==> config.mk <==
export PLATFORM = sky130hd
export DESIGN_NAME = dmem_arbiter_flat
export DESIGN_NICKNAME = d
export VERILOG_FILES = /design/src/rtl/dmem_pkg.sv /design/src/rtl/dmem_arbiter_if.sv /design/src/rtl/dmem_arbiter_rr_picker.sv /design/src/rtl/dmem_arbiter.sv /design/src/flat_wrapper.sv
export SDC_FILE = /design/constraint.sdc
export NUM_CORES = 1
export LEC_CHECK = 0
export ABC_AREA = 0
export BUFFER_PORTS_ARGS = -buffer_cell sky130_fd_sc_hd__buf_2
export CAP_MARGIN = 20
export CORE_MARGIN = 4
export CORE_UTILIZATION = 36
export DETAILED_ROUTE_END_ITERATION = 16
export GPL_TIMING_DRIVEN = 0
export PLACE_DENSITY = 0.87
export RECOVER_POWER = 100
export SYNTH_ARGS = -nofsm -noshare
export SYNTH_HDL_FRONTEND = slang
export SYNTH_SLANG_ARGS = --single-unit
==> constraint.sdc <==
create_clock -name clk -period 3.9 [get_ports clk]
set_clock_uncertainty 0.2 [all_clocks]
set_input_delay 0.78 -clock clk [delete_from_list [all_inputs] [get_ports clk]]
set_output_delay 0.78 -clock clk [all_outputs]
set_load 0.1 [all_outputs]
==> src/rtl/dmem_pkg.sv <==
// dmem_pkg
// Shared definitions for the data-memory arbiter slice: default sizing of
// the core array and data RAM, the core index type, the request record a
// core presents to the RAM, and a small wrap-around increment helper.
// No ports (package).
package dmem_pkg;

  localparam int DMEM_CORES      = 4;
  localparam int DMEM_WIDTH      = 12;
  localparam int DMEM_DEPTH      = 256;
  localparam int DMEM_ADDR_WIDTH = $clog2(DMEM_DEPTH);
  localparam int DMEM_LOCK_MAX   = 4;

  typedef logic [$clog2(DMEM_CORES)-1:0] core_idx_t;

  // One core's RAM request at the default sizing.
  typedef struct packed {
    logic                       wr;
    logic [DMEM_ADDR_WIDTH-1:0] addr;
    logic [DMEM_WIDTH-1:0]      wdata;
  } mem_req_t;

  // Next index after idx in a ring of n entries.
  function automatic int wrap_inc(input int idx, input int n);
    return (idx + 1 >= n) ? 0 : idx + 1;
  endfunction

endpackage

==> src/rtl/dmem_arbiter_if.sv <==
// dmem_arbiter_if
// Core-side bus between the processor core array and the data-memory
// arbiter. Every per-core field is a packed vector indexed by core number.
//   req    : per-core request, held until granted
//   wr     : per-core 1 = store, 0 = load
//   lock   : per-core request to keep the grant next cycle
//   addr   : per-core address
//   wdata  : per-core store data
//   gnt    : one-hot grant, same cycle as the RAM access
//   rvalid : one-hot, read data valid for that core
//   rdata  : shared read-data bus
// Modports: master (core array side), slave (arbiter side).
interface dmem_arbiter_if
  import dmem_pkg::*;
#(
  parameter int CORES      = DMEM_CORES,
  parameter int WIDTH      = DMEM_WIDTH,
  parameter int ADDR_WIDTH = DMEM_ADDR_WIDTH
);

  logic [CORES-1:0]                 req;
  logic [CORES-1:0]                 wr;
  logic [CORES-1:0]                 lock;
  logic [CORES-1:0][ADDR_WIDTH-1:0] addr;
  logic [CORES-1:0][WIDTH-1:0]      wdata;
  logic [CORES-1:0]                 gnt;
  logic [CORES-1:0]                 rvalid;
  logic [WIDTH-1:0]                 rdata;

  modport master (
    output req, wr, lock, addr, wdata,
    input  gnt, rvalid, rdata
  );

  modport slave (
    input  req, wr, lock, addr, wdata,
    output gnt, rvalid, rdata
  );

endinterface

==> src/rtl/dmem_arbiter_rr_picker.sv <==
// rr_picker
// Purely combinational round-robin selector. Searches the request vector
// starting at ptr and wrapping modulo CORES; the first requester found wins.
//   req     in  CORES  request vector
//   ptr     in  IDX_W  index with top priority this cycle
//   gnt     out CORES  one-hot grant (all zero when nobody requests)
//   win_idx out IDX_W  index of the winner (0 when nobody requests)
//   any_gnt out 1      some core was granted
module rr_picker #(
  parameter int CORES = 4,
  parameter int IDX_W = $clog2(CORES)
) (
  input  logic [CORES-1:0] req,
  input  logic [IDX_W-1:0] ptr,
  output logic [CORES-1:0] gnt,
  output logic [IDX_W-1:0] win_idx,
  output logic             any_gnt
);

  // Walk the ring once from ptr; the any_gnt flag stops later candidates
  // from overriding the first hit, so the result stays one-hot.
  always_comb begin
    int cand;
    gnt     = '0;
    win_idx = '0;
    any_gnt = 1'b0;
    cand    = 0;
    for (int i = 0; i < CORES; i++) begin
      cand = int'(ptr) + i;
      if (cand >= CORES) cand = cand - CORES;
      if (!any_gnt && req[cand]) begin
        any_gnt   = 1'b1;
        gnt[cand] = 1'b1;
        win_idx   = IDX_W'(cand);
      end
    end
  end

endmodule

==> src/rtl/dmem_arbiter.sv <==
// dmem_arbiter
// Initiator-side controller for the shared data RAM (synchronous write,
// registered-address read, one-cycle read latency). Grants one core per
// cycle with round-robin priority, drives the RAM port from the winner and
// routes read data back with a one-hot rvalid one cycle after a load grant.
//   clk        in   clock, all state on the rising edge
//   rstN       in   asynchronous active-low reset
//   bus        slave modport of dmem_arbiter_if (core-side request bus)
//   memWrEn    out  RAM write enable
//   memAddr    out  RAM address
//   memDataIn  out  RAM write data
//   memDataOut in   RAM read data
// Build option: define DMEM_ARB_LOCK_EN to let a granted core holding lock
// keep top priority for up to LOCK_MAX consecutive grants. Without it the
// lock inputs are ignored and plain round-robin applies.
module dmem_arbiter
  import dmem_pkg::*;
#(
  parameter int CORES      = DMEM_CORES,
  parameter int WIDTH      = DMEM_WIDTH,
  parameter int DEPTH      = DMEM_DEPTH,
  parameter int ADDR_WIDTH = $clog2(DEPTH),
  parameter int LOCK_MAX   = DMEM_LOCK_MAX
) (
  input  logic                  clk,
  input  logic                  rstN,
  dmem_arbiter_if.slave         bus,
  output logic                  memWrEn,
  output logic [ADDR_WIDTH-1:0] memAddr,
  output logic [WIDTH-1:0]      memDataIn,
  input  logic [WIDTH-1:0]      memDataOut
);

  localparam int IDX_W = $clog2(CORES);

  // Same shape as dmem_pkg::mem_req_t but sized by this instance's params.
  typedef struct packed {
    logic                  wr;
    logic [ADDR_WIDTH-1:0] addr;
    logic [WIDTH-1:0]      wdata;
  } sel_req_t;

  logic [IDX_W-1:0] ptr;
  logic [IDX_W-1:0] ptr_next;
  logic [IDX_W-1:0] adv_ptr;
  logic [IDX_W-1:0] win_idx;
  logic [CORES-1:0] pick_gnt;
  logic [CORES-1:0] rvalid_q;
  logic [CORES-1:0] rvalid_next;
  logic             any_gnt;
  sel_req_t         sel;

  rr_picker #(
    .CORES (CORES),
    .IDX_W (IDX_W)
  ) u_picker (
    .req     (bus.req),
    .ptr     (ptr),
    .gnt     (pick_gnt),
    .win_idx (win_idx),
    .any_gnt (any_gnt)
  );

  // Mux the winner's fields onto the RAM port. With no grant win_idx is 0,
  // so the address/data lines simply show core 0 and the write enable is
  // suppressed.
  always_comb begin
    sel.wr    = bus.wr[win_idx];
    sel.addr  = bus.addr[win_idx];
    sel.wdata = bus.wdata[win_idx];
  end

  assign memWrEn    = any_gnt & sel.wr;
  assign memAddr    = sel.addr;
  assign memDataIn  = sel.wdata;
  assign bus.gnt    = pick_gnt;
  assign bus.rvalid = rvalid_q;
  // The RAM already registers the address, so its output lines up with
  // rvalid_q without another register.
  assign bus.rdata  = memDataOut;

  assign adv_ptr = IDX_W'(wrap_inc(int'(win_idx), CORES));

  // Only a granted load expects data back; its grant bit becomes next
  // cycle's rvalid.
  always_comb begin
    rvalid_next = '0;
    if (any_gnt && !sel.wr) rvalid_next = pick_gnt;
  end

  // Priority pointer and read-valid register.
  always_ff @(posedge clk or negedge rstN) begin
    if (!rstN) begin
      ptr      <= '0;
      rvalid_q <= '0;
    end else begin
      ptr      <= ptr_next;
      rvalid_q <= rvalid_next;
    end
  end

`ifdef DMEM_ARB_LOCK_EN

  localparam int CNT_W = $clog2(LOCK_MAX + 1);

  logic [CNT_W-1:0] lock_cnt;
  logic [CNT_W-1:0] lock_cnt_next;
  logic [CNT_W-1:0] run_len;
  logic             owner_vld;
  logic             owner_vld_next;
  logic [IDX_W-1:0] owner;
  logic [IDX_W-1:0] owner_next;

  // A locked grant keeps ptr on the winner while the run of consecutive
  // locked grants to that same core is below LOCK_MAX. The grant that
  // reaches the limit advances ptr like a normal grant. Any grant to a
  // different core, an unlocked grant or an idle cycle clears the run.
  always_comb begin
    ptr_next       = ptr;
    lock_cnt_next  = '0;
    owner_vld_next = 1'b0;
    owner_next     = '0;
    run_len        = '0;
    if (any_gnt) begin
      ptr_next = adv_ptr;
      if (bus.lock[win_idx]) begin
        run_len = (owner_vld && owner == win_idx) ? lock_cnt + 1'b1 : CNT_W'(1);
        if (run_len < CNT_W'(LOCK_MAX)) begin
          ptr_next       = win_idx;
          lock_cnt_next  = run_len;
          owner_vld_next = 1'b1;
          owner_next     = win_idx;
        end
      end
    end
  end

  // Lock run tracking.
  always_ff @(posedge clk or negedge rstN) begin
    if (!rstN) begin
      lock_cnt  <= '0;
      owner_vld <= 1'b0;
      owner     <= '0;
    end else begin
      lock_cnt  <= lock_cnt_next;
      owner_vld <= owner_vld_next;
      owner     <= owner_next;
    end
  end

`else

  localparam int unused_lock_max = LOCK_MAX;
  logic unused_lock;
  assign unused_lock = ^bus.lock;

  // Plain round-robin: the core after the winner gets top priority.
  always_comb begin
    ptr_next = ptr;
    if (any_gnt) ptr_next = adv_ptr;
  end

`endif

endmodule

==> src/flat_wrapper.sv <==
// flat-port wrapper written by rule: the top's interface ports become plain ports
module dmem_arbiter_flat import dmem_pkg::*;
#(
  parameter int CORES      = DMEM_CORES,
  parameter int WIDTH      = DMEM_WIDTH,
  parameter int DEPTH      = DMEM_DEPTH,
  parameter int ADDR_WIDTH = $clog2(DEPTH),
  parameter int LOCK_MAX   = DMEM_LOCK_MAX
)
  (clk, rstN, memWrEn, memAddr, memDataIn, memDataOut, bus_req, bus_wr, bus_lock, bus_addr, bus_wdata, bus_gnt, bus_rvalid, bus_rdata);
  dmem_arbiter_if #(.CORES(CORES), .WIDTH(WIDTH), .ADDR_WIDTH(ADDR_WIDTH)) bus_i ();
  input  logic clk;
  input  logic rstN;
  output logic memWrEn;
  output logic [ADDR_WIDTH-1:0] memAddr;
  output logic [WIDTH-1:0] memDataIn;
  input  logic [WIDTH-1:0] memDataOut;
  input wire logic [$bits(bus_i.req)-1:0] bus_req;
  input wire logic [$bits(bus_i.wr)-1:0] bus_wr;
  input wire logic [$bits(bus_i.lock)-1:0] bus_lock;
  input wire logic [$bits(bus_i.addr)-1:0] bus_addr;
  input wire logic [$bits(bus_i.wdata)-1:0] bus_wdata;
  output wire logic [$bits(bus_i.gnt)-1:0] bus_gnt;
  output wire logic [$bits(bus_i.rvalid)-1:0] bus_rvalid;
  output wire logic [$bits(bus_i.rdata)-1:0] bus_rdata;
  assign bus_i.req = bus_req;
  assign bus_i.wr = bus_wr;
  assign bus_i.lock = bus_lock;
  assign bus_i.addr = bus_addr;
  assign bus_i.wdata = bus_wdata;
  assign bus_gnt = bus_i.gnt;
  assign bus_rvalid = bus_i.rvalid;
  assign bus_rdata = bus_i.rdata;
  dmem_arbiter #(.CORES(CORES), .WIDTH(WIDTH), .DEPTH(DEPTH), .ADDR_WIDTH(ADDR_WIDTH), .LOCK_MAX(LOCK_MAX)) u_core (.clk(clk), .rstN(rstN), .bus(bus_i), .memWrEn(memWrEn), .memAddr(memAddr), .memDataIn(memDataIn), .memDataOut(memDataOut));
endmodule
==> metrics.txt <==
status complete, but fails checks; failing checks setup timing; placed instance area 2790 µm²; fmax 252 MHz; Die Footprint 6160 µm²; Final Hold Viols 0; total CTS buffers 3; Crit. End Element output port; Routed Antenna Nets 0; setup violators final 3; FFs w/ async S/R, synth 100%; clock network latency to the later pin of the worst-skew pair 0.22 ns; CTS Hold Buffers Added 0; Area Growth Syn to Fin 95.0%; max_cap viols 0; Vias 2910; TritonCTS clock tree done; Period minus WS final 3.96 ns; share of cells above drive strength 1 between 50% and 60%; Root Buffer clkbuf_8; vias in the first global route around 2500; synthesized area about 1800 µm²; DRT Wirelength 9320 µm; CP arrival 2.98 ns; sequential area share after synthesis 8.40%; drt first-iter violations 267; Post-synth EDFFs 0; gr usage total between 20% and 30%; Initial Utilization 37.6%; fillcell total 322; total grt overflow 0; synthesized area per cell 7.10 µm²; synth cell count leaders 44 x nand3_1, 40 x nand4_1, 24 x a22o_1, 23 x clkbuf_1, 20 x o21ai_0; Hold Path Class in2async; RSZ-0062 raised after global routing true; Worst Max-Slew Pin Slew between 1 and 1.5 ns; first-pass GRT wire length roughly 12000 µm; die width 78.5 µm; Post-Syn Instances roughly 250; diodes inserted 0; count leader, synth nand3_1; CP required 2.92 ns; Synth Register Bits 6; antenna violations before repair 0; GP Congestion 0.853; setup tns final -0.113 ns; Synthesis Warnings 0; Unique masters post-synth 41; H-tree level count 1; Port Buf Inserts 128; top cells by area, synth nand4_1 14%, nand3_1 12%, a22o_1 12%; clock sink count 6; Die Y 78.5 µm; leading area contributor after synthesis nand4_1; dpl ws -0.631 ns; syn_nets approximately 370; hold_ws 0.219 ns; dpl hpwl 5790 µm; maximum fanout along the worst path 10; pin count of the biggest net entering global routing 11; Slew Viols, Final 0; Worst-path clk slew 0.04 ns; slowest stage cell, crit path mux4_2; vias per cell 6.22; CP peak stage delay 0.51 ns; Post-synth top flop dfrtp_1; first-pass iteration count of the detailed router 5; clk buf depth 2; Final #Nets roughly 500; share of Yosys cell area claimed by the top area cell type 14.0%; Slew Limit Headroom about 22%; Routed WL per cell ~20 µm; Site Rows 25; drc violations 0; Critical Path Start Type primary input; start-to-end type of the worst setup path in2out; worst setup slack after layout -0.0641 ns; Core ar. around 4800 µm²; Final Cycle Share 102%; worst path cell trace buf_2 -> buf_2 -> mux4_2 -> nor2b_1 -> buf_4 -> o21ai_4 -> buf_6 -> buf_4 -> nand4_1 -> nand3_4 -> buf_12; Design Area, Final 3490 µm²; IO Pins 147
-- layout by cell type (no fill, tap or decap), types with 2 or more instances in the layout --
master and count:
a21oi_1 2, a22o_1 16, a22o_4 8, a22oi_1 4
buf_12 19, buf_2 91, buf_4 35, buf_6 3
buf_8 4, clkbuf_1 26, clkbuf_16 2, clkbuf_2 6
clkbuf_8 7, dfrtp_1 4, dfrtp_2 2, ha_1 6
mux2_2 3, mux2i_1 5, mux4_2 4, nand2_1 11
nand2b_1 2, nand3_1 24, nand3_4 20, nand4_1 40
nor2_1 3, nor2b_1 2, nor4b_1 2, o211ai_1 2
o21ai_0 20, o21ai_4 2, or4b_4 2
-- flip-flops by register name (all words and copies together), names as in the netlist --
signal	count
u_core.bus.rvalid	4
u_core.ptr	2
-- through the flow --
step	util [%]	cells
after detailed placement	58.6	447
after CTS	67.6	461
after global placement	58.6	447
after global routing	73.3	468
after floorplan	-	252
final	73.3	468
-- per-layer routing --
metal	vias to the layer above	wire length (µm)	track usage, %
met4	0	471	6.12
met1	1359	3320	29.6
li1	1284	-	-
met3	51	853	2.98
met5	-	0	0
met2	216	4670	43.9
-- final timing paths --
kind / slack, ns / startpoint / cells after the start / end
hold / removal: 0.22 / rstN / 1 / u_core.bus.rvalid[1]
hold reg to reg: 0.54 / u_core.ptr[1] / 2 / u_core.ptr[1]
max in group asynchronous: 3.03 / rstN / 1 / u_core.ptr[0]
setup / recovery: -0.06 / bus_req[2] / 11 / memDataIn[2]
min in group clk: 0.54 / u_core.ptr[1] / 2 / u_core.ptr[1]
setup reg to reg: 0.83 / u_core.ptr[0] / 12 / u_core.bus.rvalid[3]
-- layout make-up --
cell class	instances	area, µm²	area share [%]
multi-input cells	199	1760	50.5
well taps	67	83.8	2.40
clock buffers	4	45.0	1.29
flip-flops and latches	6	153	4.38
plain buffers	44	348	9.97
repair buffers	146	1080	31.0
inverters	2	15.0	0.431
-- logic make-up (layout without fill, tap and decap cells) --
kind of cell	after synthesis	in the layout	share of synthesized area, %
AO/OA/AOI/OAI	65	65	26.7
multiplexers	12	12	9.73
AND/OR/NAND/NOR	115	115	36.4
buffers and inverters	47	196	13.9
adder cells (fa/ha/maj)	7	7	4.90
flip-flops	6	6	8.40
-- worst max-delay path, delay by kind of cell --
family | cells | cell delay (ns)
buf+inv | 6 | 0.94
compound gates | 1 | 0.19
mux | 1 | 0.51
simple gates | 3 | 0.56
-- repair_timing --
item / CTS / global route
resized for setup: 88 / 61
pin swaps: 7 / 21
gates cloned: 0 / 1
buffers inserted: 10 / 7
endpoints found under the hold margin: 0 / 0
setup endpoints to repair: 25 / 25
Power is left out: the tool's default activity adds up to more than one toggle a clock period on the data nets, which glitch-free logic cannot reach.
